$ cat config.mk
export PLATFORM = sky130hd
export DESIGN_NAME = text_renderer
export DESIGN_NICKNAME = d
export VERILOG_FILES = /design/src/rtl/text_renderer.sv
export SDC_FILE = /design/constraint.sdc
export NUM_CORES = 1
export LEC_CHECK = 0
export BUFFER_PORTS_ARGS = -buffer_cell sky130_fd_sc_hd__buf_4
export CAP_MARGIN = 20
export CELL_PAD_IN_SITES_DETAIL_PLACEMENT = 1
export CELL_PAD_IN_SITES_GLOBAL_PLACEMENT = 1
export CORE_MARGIN = 1
export CORE_UTILIZATION = 35
export DETAILED_ROUTE_END_ITERATION = 10
export GPL_TIMING_DRIVEN = 0
export HOLD_SLACK_MARGIN = 0.03
export PLACE_DENSITY_LB_ADDON = 0.1
export SYNTH_ARGS = -nofsm -noshare
export SYNTH_HDL_FRONTEND = slang
export SYNTH_SLANG_ARGS = --single-unit
$ cat constraint.sdc
create_clock -name i_clk -period 5.4 [get_ports i_clk]
set_clock_uncertainty 0.2 [all_clocks]
set_input_delay 0.54 -clock i_clk [delete_from_list [all_inputs] [get_ports i_clk]]
set_output_delay 0.54 -clock i_clk [all_outputs]
set_load 0.005 [all_outputs]
$ cat src/rtl/text_renderer.sv
// Character-cell pixel renderer: maps char/scheme/coordinates to RGB222 through a
// two-stage pipeline with programmable palette, integer scaling and blinking cursor.

module bitmap_rom #(
  parameter int CHAR_W = 5
) (
  input  logic [CHAR_W-1:0] i_char,
  input  logic [2:0]        i_cy,
  input  logic [2:0]        i_cx,
  output logic              o_dot
);

  // Glyph 0 is blank and glyph 1 is solid; the rest are simple test patterns.
  always_comb begin
    o_dot = 1'b0;
    case (i_char)
      CHAR_W'(0): o_dot = 1'b0;
      CHAR_W'(1): o_dot = 1'b1;
      CHAR_W'(2): o_dot = i_cx[0] ^ i_cy[0];
      CHAR_W'(3): o_dot = (i_cx == 3'd0);
      CHAR_W'(4): o_dot = (i_cy == 3'd0);
      default:    o_dot = (i_cx == i_cy) ^ i_char[0];
    endcase
  end

endmodule

module text_renderer #(
  parameter int CHAR_W     = 5,
  parameter int N_SCHEMES  = 4,
  parameter int SCALE_LOG2 = 0,
  parameter int BLINK_LOG2 = 4,
  localparam int SW        = $clog2(N_SCHEMES)
) (
  input  logic              i_clk,
  input  logic              i_rst_n,
  input  logic              i_valid,
  input  logic [CHAR_W-1:0] i_char,
  input  logic [SW-1:0]     i_color,
  input  logic [10:0]       i_x,
  input  logic [10:0]       i_y,
  input  logic [5:0]        i_rgb,
  input  logic              i_sel,
  input  logic              i_frame,
  input  logic              i_cur_en,
  input  logic [7:0]        i_cur_col,
  input  logic [7:0]        i_cur_row,
  input  logic              i_pal_we,
  input  logic [SW-1:0]     i_pal_addr,
  input  logic [5:0]        i_pal_fg,
  input  logic [5:0]        i_pal_bg,
  output logic [5:0]        o_video,
  output logic              o_valid
);

  function automatic logic [5:0] pal_rst_fg(input int idx);
    case (idx)
      1, 2, 3: return 6'b000000;
      default: return 6'b111111;
    endcase
  endfunction

  function automatic logic [5:0] pal_rst_bg(input int idx);
    case (idx)
      1:       return 6'b011101;
      2:       return 6'b110001;
      default: return 6'b000000;
    endcase
  endfunction

  logic [5:0]          pal_fg_q [N_SCHEMES];
  logic [5:0]          pal_fg_d [N_SCHEMES];
  logic [5:0]          pal_bg_q [N_SCHEMES];
  logic [5:0]          pal_bg_d [N_SCHEMES];
  logic [BLINK_LOG2:0] blink_q, blink_d;

  logic              vld_p1_q, vld_p1_d;
  logic              sel_p1_q, sel_p1_d;
  logic [5:0]        rgb_p1_q, rgb_p1_d;
  logic [CHAR_W-1:0] char_p1_q, char_p1_d;
  logic [2:0]        cx_p1_q, cx_p1_d;
  logic [2:0]        cy_p1_q, cy_p1_d;
  logic [5:0]        fg_p1_q, fg_p1_d;
  logic [5:0]        bg_p1_q, bg_p1_d;
  logic              hit_p1_q, hit_p1_d;

  logic [5:0]        video_p2_q, video_p2_d;
  logic              vld_p2_q, vld_p2_d;

  logic [10:0]       cell_col, cell_row;
  logic              dot_p1;
  logic [5:0]        fg_eff, bg_eff;

  always_comb begin
    pal_fg_d = pal_fg_q;
    pal_bg_d = pal_bg_q;
    if (i_pal_we) begin
      pal_fg_d[i_pal_addr] = i_pal_fg;
      pal_bg_d[i_pal_addr] = i_pal_bg;
    end
    blink_d = i_frame ? blink_q + (BLINK_LOG2+1)'(1) : blink_q;
  end

  // Stage 1: cell decode, palette read and cursor hit against the pre-increment phase
  assign cell_col = i_x >> (SCALE_LOG2 + 3);
  assign cell_row = i_y >> (SCALE_LOG2 + 3);

  always_comb begin
    vld_p1_d  = i_valid;
    sel_p1_d  = i_sel;
    rgb_p1_d  = i_rgb;
    char_p1_d = i_char;
    cx_p1_d   = i_x[SCALE_LOG2 +: 3];
    cy_p1_d   = i_y[SCALE_LOG2 +: 3];
    fg_p1_d   = pal_fg_q[i_color];
    bg_p1_d   = pal_bg_q[i_color];
    hit_p1_d  = i_cur_en & ~blink_q[BLINK_LOG2]
              & (cell_col == {3'b000, i_cur_col})
              & (cell_row == {3'b000, i_cur_row});
  end

  // Stage 2: glyph lookup, cursor swap and output priority
  bitmap_rom #(CHAR_W) u_rom (
    .i_char (char_p1_q),
    .i_cy   (cy_p1_q),
    .i_cx   (cx_p1_q),
    .o_dot  (dot_p1)
  );

  always_comb begin
    fg_eff     = hit_p1_q ? bg_p1_q : fg_p1_q;
    bg_eff     = hit_p1_q ? fg_p1_q : bg_p1_q;
    vld_p2_d   = vld_p1_q;
    video_p2_d = 6'b000000;
    if (vld_p1_q) begin
      if (sel_p1_q)    video_p2_d = rgb_p1_q;
      else if (dot_p1) video_p2_d = fg_eff;
      else             video_p2_d = bg_eff;
    end
  end

  always_ff @(posedge i_clk or negedge i_rst_n) begin
    if (!i_rst_n) begin
      for (int i = 0; i < N_SCHEMES; i++) begin
        pal_fg_q[i] <= pal_rst_fg(i);
        pal_bg_q[i] <= pal_rst_bg(i);
      end
      blink_q    <= '0;
      vld_p1_q   <= 1'b0;
      sel_p1_q   <= 1'b0;
      rgb_p1_q   <= '0;
      char_p1_q  <= '0;
      cx_p1_q    <= '0;
      cy_p1_q    <= '0;
      fg_p1_q    <= '0;
      bg_p1_q    <= '0;
      hit_p1_q   <= 1'b0;
      video_p2_q <= '0;
      vld_p2_q   <= 1'b0;
    end else begin
      pal_fg_q   <= pal_fg_d;
      pal_bg_q   <= pal_bg_d;
      blink_q    <= blink_d;
      vld_p1_q   <= vld_p1_d;
      sel_p1_q   <= sel_p1_d;
      rgb_p1_q   <= rgb_p1_d;
      char_p1_q  <= char_p1_d;
      cx_p1_q    <= cx_p1_d;
      cy_p1_q    <= cy_p1_d;
      fg_p1_q    <= fg_p1_d;
      bg_p1_q    <= bg_p1_d;
      hit_p1_q   <= hit_p1_d;
      video_p2_q <= video_p2_d;
      vld_p2_q   <= vld_p2_d;
    end
  end

  assign o_video = video_p2_q;
  assign o_valid = vld_p2_q;

endmodule

# After elaboration in Yosys (flattened, before gate mapping)
# Cells that the tools add are included.
[totals]
input_bits = 72
mem_bits_ro = 0
latchBits = 0
elab_cells = 59
register_bits = 92
out_inout_bits = 7
ramBits = 0
memories = 0
[op_classes]
reduce_logical = 4
n_addsub = 1
order_cmp = 3
div = 0
bitwise_logic = 8
n_eq_ne = 7
multipliers = 0
shift = 0
n_mux = 16
[ops]
columns = ["op", "n"]
rows = [
  ["$mux W6", 10],
  ["$bwmux W24", 2],
  ["$bmux W6 S2", 2],
  ["$eq A8 B8 Y1", 2],
  ["$demux W6 S2", 1],
  ["$eq A5 B2 Y1 const B", 2],
  ["$ge A3 B3 Y1 const B", 2],
  ["$logic_not A3 Y1", 2],
  ["$not A2 Y3", 2],
  ["$add A5 B1 Y5 const B", 1],
  ["$eq A5 B1 Y1 const B", 1],
  ["$eq A5 B3 Y1 const B", 1],
  ["$logic_not A5 Y1", 1],
  ["$pmux W1 S5", 1],
  ["$and A1 B1 Y1", 3],
  ["$eq A3 B3 Y1", 1],
  ["$lt A3 B1 Y1 const B", 1],
  ["$xor A1 B1 Y1", 2],
  ["$logic_and A1 B1 Y1", 1],
  ["$not A1 Y1", 1],
]

# Longest topological paths before layout
[logic_depth]
word_depth = 6
mapped_depth = 6
depth_no_buf = 5

# Cells and area by module
# Synthesis repeated with hierarchy kept, for this count alone.
[hier_totals]
cells_unflattened = 234
area_unflattened_um2 = 3726.1
[modules_own_cells]
columns = ["mod", "n_inst", "cells_each", "area_per_inst_um2", "seq_area_each_um2"]
rows = [
  ["text_renderer", 1, 219, 3618.5, 2318.5],
  ["bitmap_rom", 1, 15, 107.6, 0.0],
]

# Worst setup path before layout
# Ideal clock, no wire load.
[synth_timing]
path_type = "flip-flop to flip-flop"
start = "register cy_p1_q[0]"
end = "register video_p2_q[1], in the netlist o_video[1]"
t_required_ps = 5133
path_stages_with_launch = 7
period_less_slack_ps = 1868
setup_ps = 67
n_path_buf = 1
slack_ps = 3532
arrival_ps = 1602
cell_sequence = "dfrtp_1 -> or4b_4 -> nand4_2 -> a2bb2oi_4 -> buf_6 -> o2bb2ai_1 -> o2111a_1"
[synth_via]
elab_chain_len = 6
elab_cells_between_ends = 8
classes_between = "eq/ne (1); mux (4); bitwise (2); reduce/logical (1)"
[synth_lines]
columns = ["item", "line_no", "rtl"]
rows = [
  ["start: declaration", "82", "logic [2:0] cy_p1_q, cy_p1_d;"],
  ["start signal: assignment", "169", "cy_p1_q <= cy_p1_d;"],
  ["$eq A3 B3 Y1", "22", "default: o_dot = (i_cx == i_cy) ^ i_char[0];"],
  ["$xor A1 B1 Y1", "22", ""],
  ["$pmux W1 S5 *", "16", "case (i_char)"],
  ["$mux W6 *", "137", "else if (dot_p1) video_p2_d = fg_eff;"],
  ["$mux W6 *", "136", "if (sel_p1_q) video_p2_d = rgb_p1_q;"],
  ["$mux W6 *", "135", "if (vld_p1_q) begin"],
  ["named net video_p2_d[1]", "87", "logic [5:0] video_p2_q, video_p2_d;"],
  ["end signal: assignment", "173", "video_p2_q <= video_p2_d;"],
  ["end: declaration", "87", ""],
]
# Mark *: on every way through the listed nets, which the timed path passes. The rest lies on a longest branch.
# A chain may end at the register's enable or synchronous reset.

# Worst setup path after layout
# Ends and elaborated chain as after synthesis.

==> impl_metrics.json <==
{
  "cts_max_level": 3,
  "synth_top_family_by_area": "multiplexers",
  "worstHoldPathType": "in2reg",
  "syn_nets": 332,
  "path_clk_slew_ns": 0.10,
  "tns_ns": 0,
  "synthFlopType": "dfrtp_1",
  "synth_area_mm2": 0.00387,
  "drive_gt1_share_pct": 49.6,
  "port_buffers": 78,
  "ys_seq_elements": 92,
  "die-width_um": 107,
  "dr_total_vias": 2375,
  "slew_headroom_pct": 52.4,
  "cts_root_buf": "clkbuf_8",
  "rsz0062_at_grt": "no",
  "rows": 38,
  "crit_path_end_kind": "flip-flop",
  "post-place-cells": 478,
  "crit_fanout": 10,
  "cts.sinks": 92,
  "reg2reg_slack_ns": 3.39,
  "synthSimpleGateAreaFrac_pct": 6.14,
  "final_util_pct": 45.3,
  "fin_crit_ns": 2.01,
  "tightest_slew_ns": 0.714,
  "power.leakage_nw": 2.10,
  "fmax_mhz": 498,
  "dr.pass1.iters": 3,
  "grt_overflow": 0,
  "finalHoldViolCount": 0,
  "worst_setup_path_start_kind": "flip-flop",
  "drv_slew": 0,
  "io_pins": 79,
  "drtIter0Drc": 47,
  "n_antenna_cell": 0,
  "antenna_found_initial": 0,
  "arrival_ns": 2.09,
  "tritoncts": "built",
  "ys_warn_count": 0,
  "wl_um": 7880,
  "setup_viol": 0,
  "fp.coreArea_mm2": 0.0108,
  "synthArstFlopShare_pct": 100,
  "gp_congestion": 0.719,
  "die_area_mm2": 0.0115,
  "instances_no_fill": 495,
  "status": "finished, final reports clean",
  "vdd_ir_drop_max_mv": 0.120,
  "cts_max_path_buffers": 2,
  "routedWlPerCell_um": 15.9,
  "worst-setup-path-type": "reg2reg",
  "cp_data_required_time_ns": 5.48,
  "muxShareOfSynthArea_pct": 21.2,
  "netlist_instances": 259,
  "start_util_pct": 35.9,
  "synthXorXnorAreaFrac_pct": 5.20,
  "grt_first_pass_wirelength_um": 13200,
  "postRouteAntennaNets": 0,
  "drv_cap": 0,
  "seq_area_frac_synth_pct": 59.9,
  "track_usage_pct": 15.3,
  "synth_compound_area_share_pct": 5.79,
  "area_growth_pct": 26.2,
  "clkLatencyLatePin_ns": 0.35,
  "vias_per_cell": 4.80,
  "tritoncts.num_buffers": 9,
  "layout_common_cells": "buf_4 (79), dfrtp_1 (79), mux2_2 (49)",
  "yosysUniqueCellTypes": 35,
  "dieHeight_um": 107,
  "nets": 423,
  "avgSynthCellArea_um2": 14.9,
  "first_global_vias": 2569,
  "drcViolationCount": 0,
  "postCtsSetupRepairBufs": 0,
  "synth_edf_count": 0,
  "synthAdderAreaFrac_pct": 0.323,
  "grt_start_max_net_pins": 73,
  "p_per_area_mw_per_mm2": 340,
  "hpwl_um": 5590,
  "period_share_pct": 37.2
}
-- layer usage --
metal  vias to the layer above  wire length, µm  global-route usage, %
li1                       1130                -                      -
met4                         0              110                   6.46
met1                      1203             3450                   19.7
met3                         9              241                   2.67
met2                        33             4080                   25.5
met5                         -                0                      0
-- final cells by class --
type | count | area (µm²)
multi-input cells | 156 | 1500
plain buffers | 10 | 51.3
clock inverters | 6 | 90.1
repair buffers | 80 | 623
fillers | 1094 | 5910
inverters | 1 | 3.75
clock buffers | 10 | 128
well taps | 140 | 175
flip-flops and latches | 92 | 2320
-- stage by stage --
stage          area [µm²]  setup WS (ns)  hold WS, ns  power, mW
6_report             4890           3.39       0.0879       1.66
5_1_grt              4890           3.30       0.0633       1.76
4_1_cts              4890           3.38       0.0669       1.69
3_5_place_dp         4660           3.20        0.248       1.18
3_3_place_gp         4630           3.24        0.261       1.17
2_1_floorplan        3870           3.53       0.0444       1.06
-- final timing paths --
| check | startpoint | to | cells after the start |
|---|---|---|---|
| max | cy_p1_q[0] | o_video[1] | 6 |
| max reg2reg | cy_p1_q[0] | o_video[1] | 6 |
| min reg2reg | blink_q[4] | blink_q[4] | 1 |
| min in group asynchronous | i_rst_n | o_valid | 2 |
| max in group asynchronous | i_rst_n | pal_bg_q[10] | 3 |
| min | i_rgb[4] | rgb_p1_q[4] | 1 |
-- registers in the layout (all words and copies together) (netlist names), 5 cells and up --
name,flops
char_p1_q,5
o_video,6
rgb_p1_q,6
pal_bg_q,24
blink_q,5
bg_p1_q,6
fg_p1_q,6
pal_fg_q,24
-- critical path: stages (launching register included) --
cell and delay [ns]:
dfrtp_1 0.40, or4b_4 0.55, nand2_1 0.08, o32a_1 0.19
buf_4 0.19, o2bb2ai_1 0.14, o2111a_1 0.20
-- power by group --
group	switching, mW	leakage [nW]	internal (mW)
logic	0.102	0.925	0.173
clock network	0.237	0.0947	0.261
registers	0.0659	1.08	0.823
-- Yosys cell counts, drive strengths merged (4+ instances only) --
cell / count / area share, %
dfrtp: 79 / 51
o211ai: 6 / 1.2
xnor2: 10 / 2.3
nand2: 4 / 0.39
o2bb2ai: 6 / 1.4
buf: 7 / 1.0
o2111a: 6 / 1.7
dfstp: 13 / 8.8
nand4: 4 / 0.81
mux4: 12 / 7.0
mux2: 49 / 14
nor2: 25 / 2.4
xor2: 13 / 2.9
-- repair_timing --
item                       4_1_cts  5_1_grt
hold buffers                     1        0
hold endpoints to repair        20        0
setup endpoints to repair        0        0
gates resized for setup          0        0
-- logic make-up after synthesis --
| logic type | Yosys count |
|---|---|
| flops | 92 |
| mux | 61 |
| simple gates | 47 |
| compound gates | 24 |
| xor+xnor | 23 |
| buf+inv | 11 |
| fa+ha+maj | 1 |
Power figures use the tool's default switching activity.
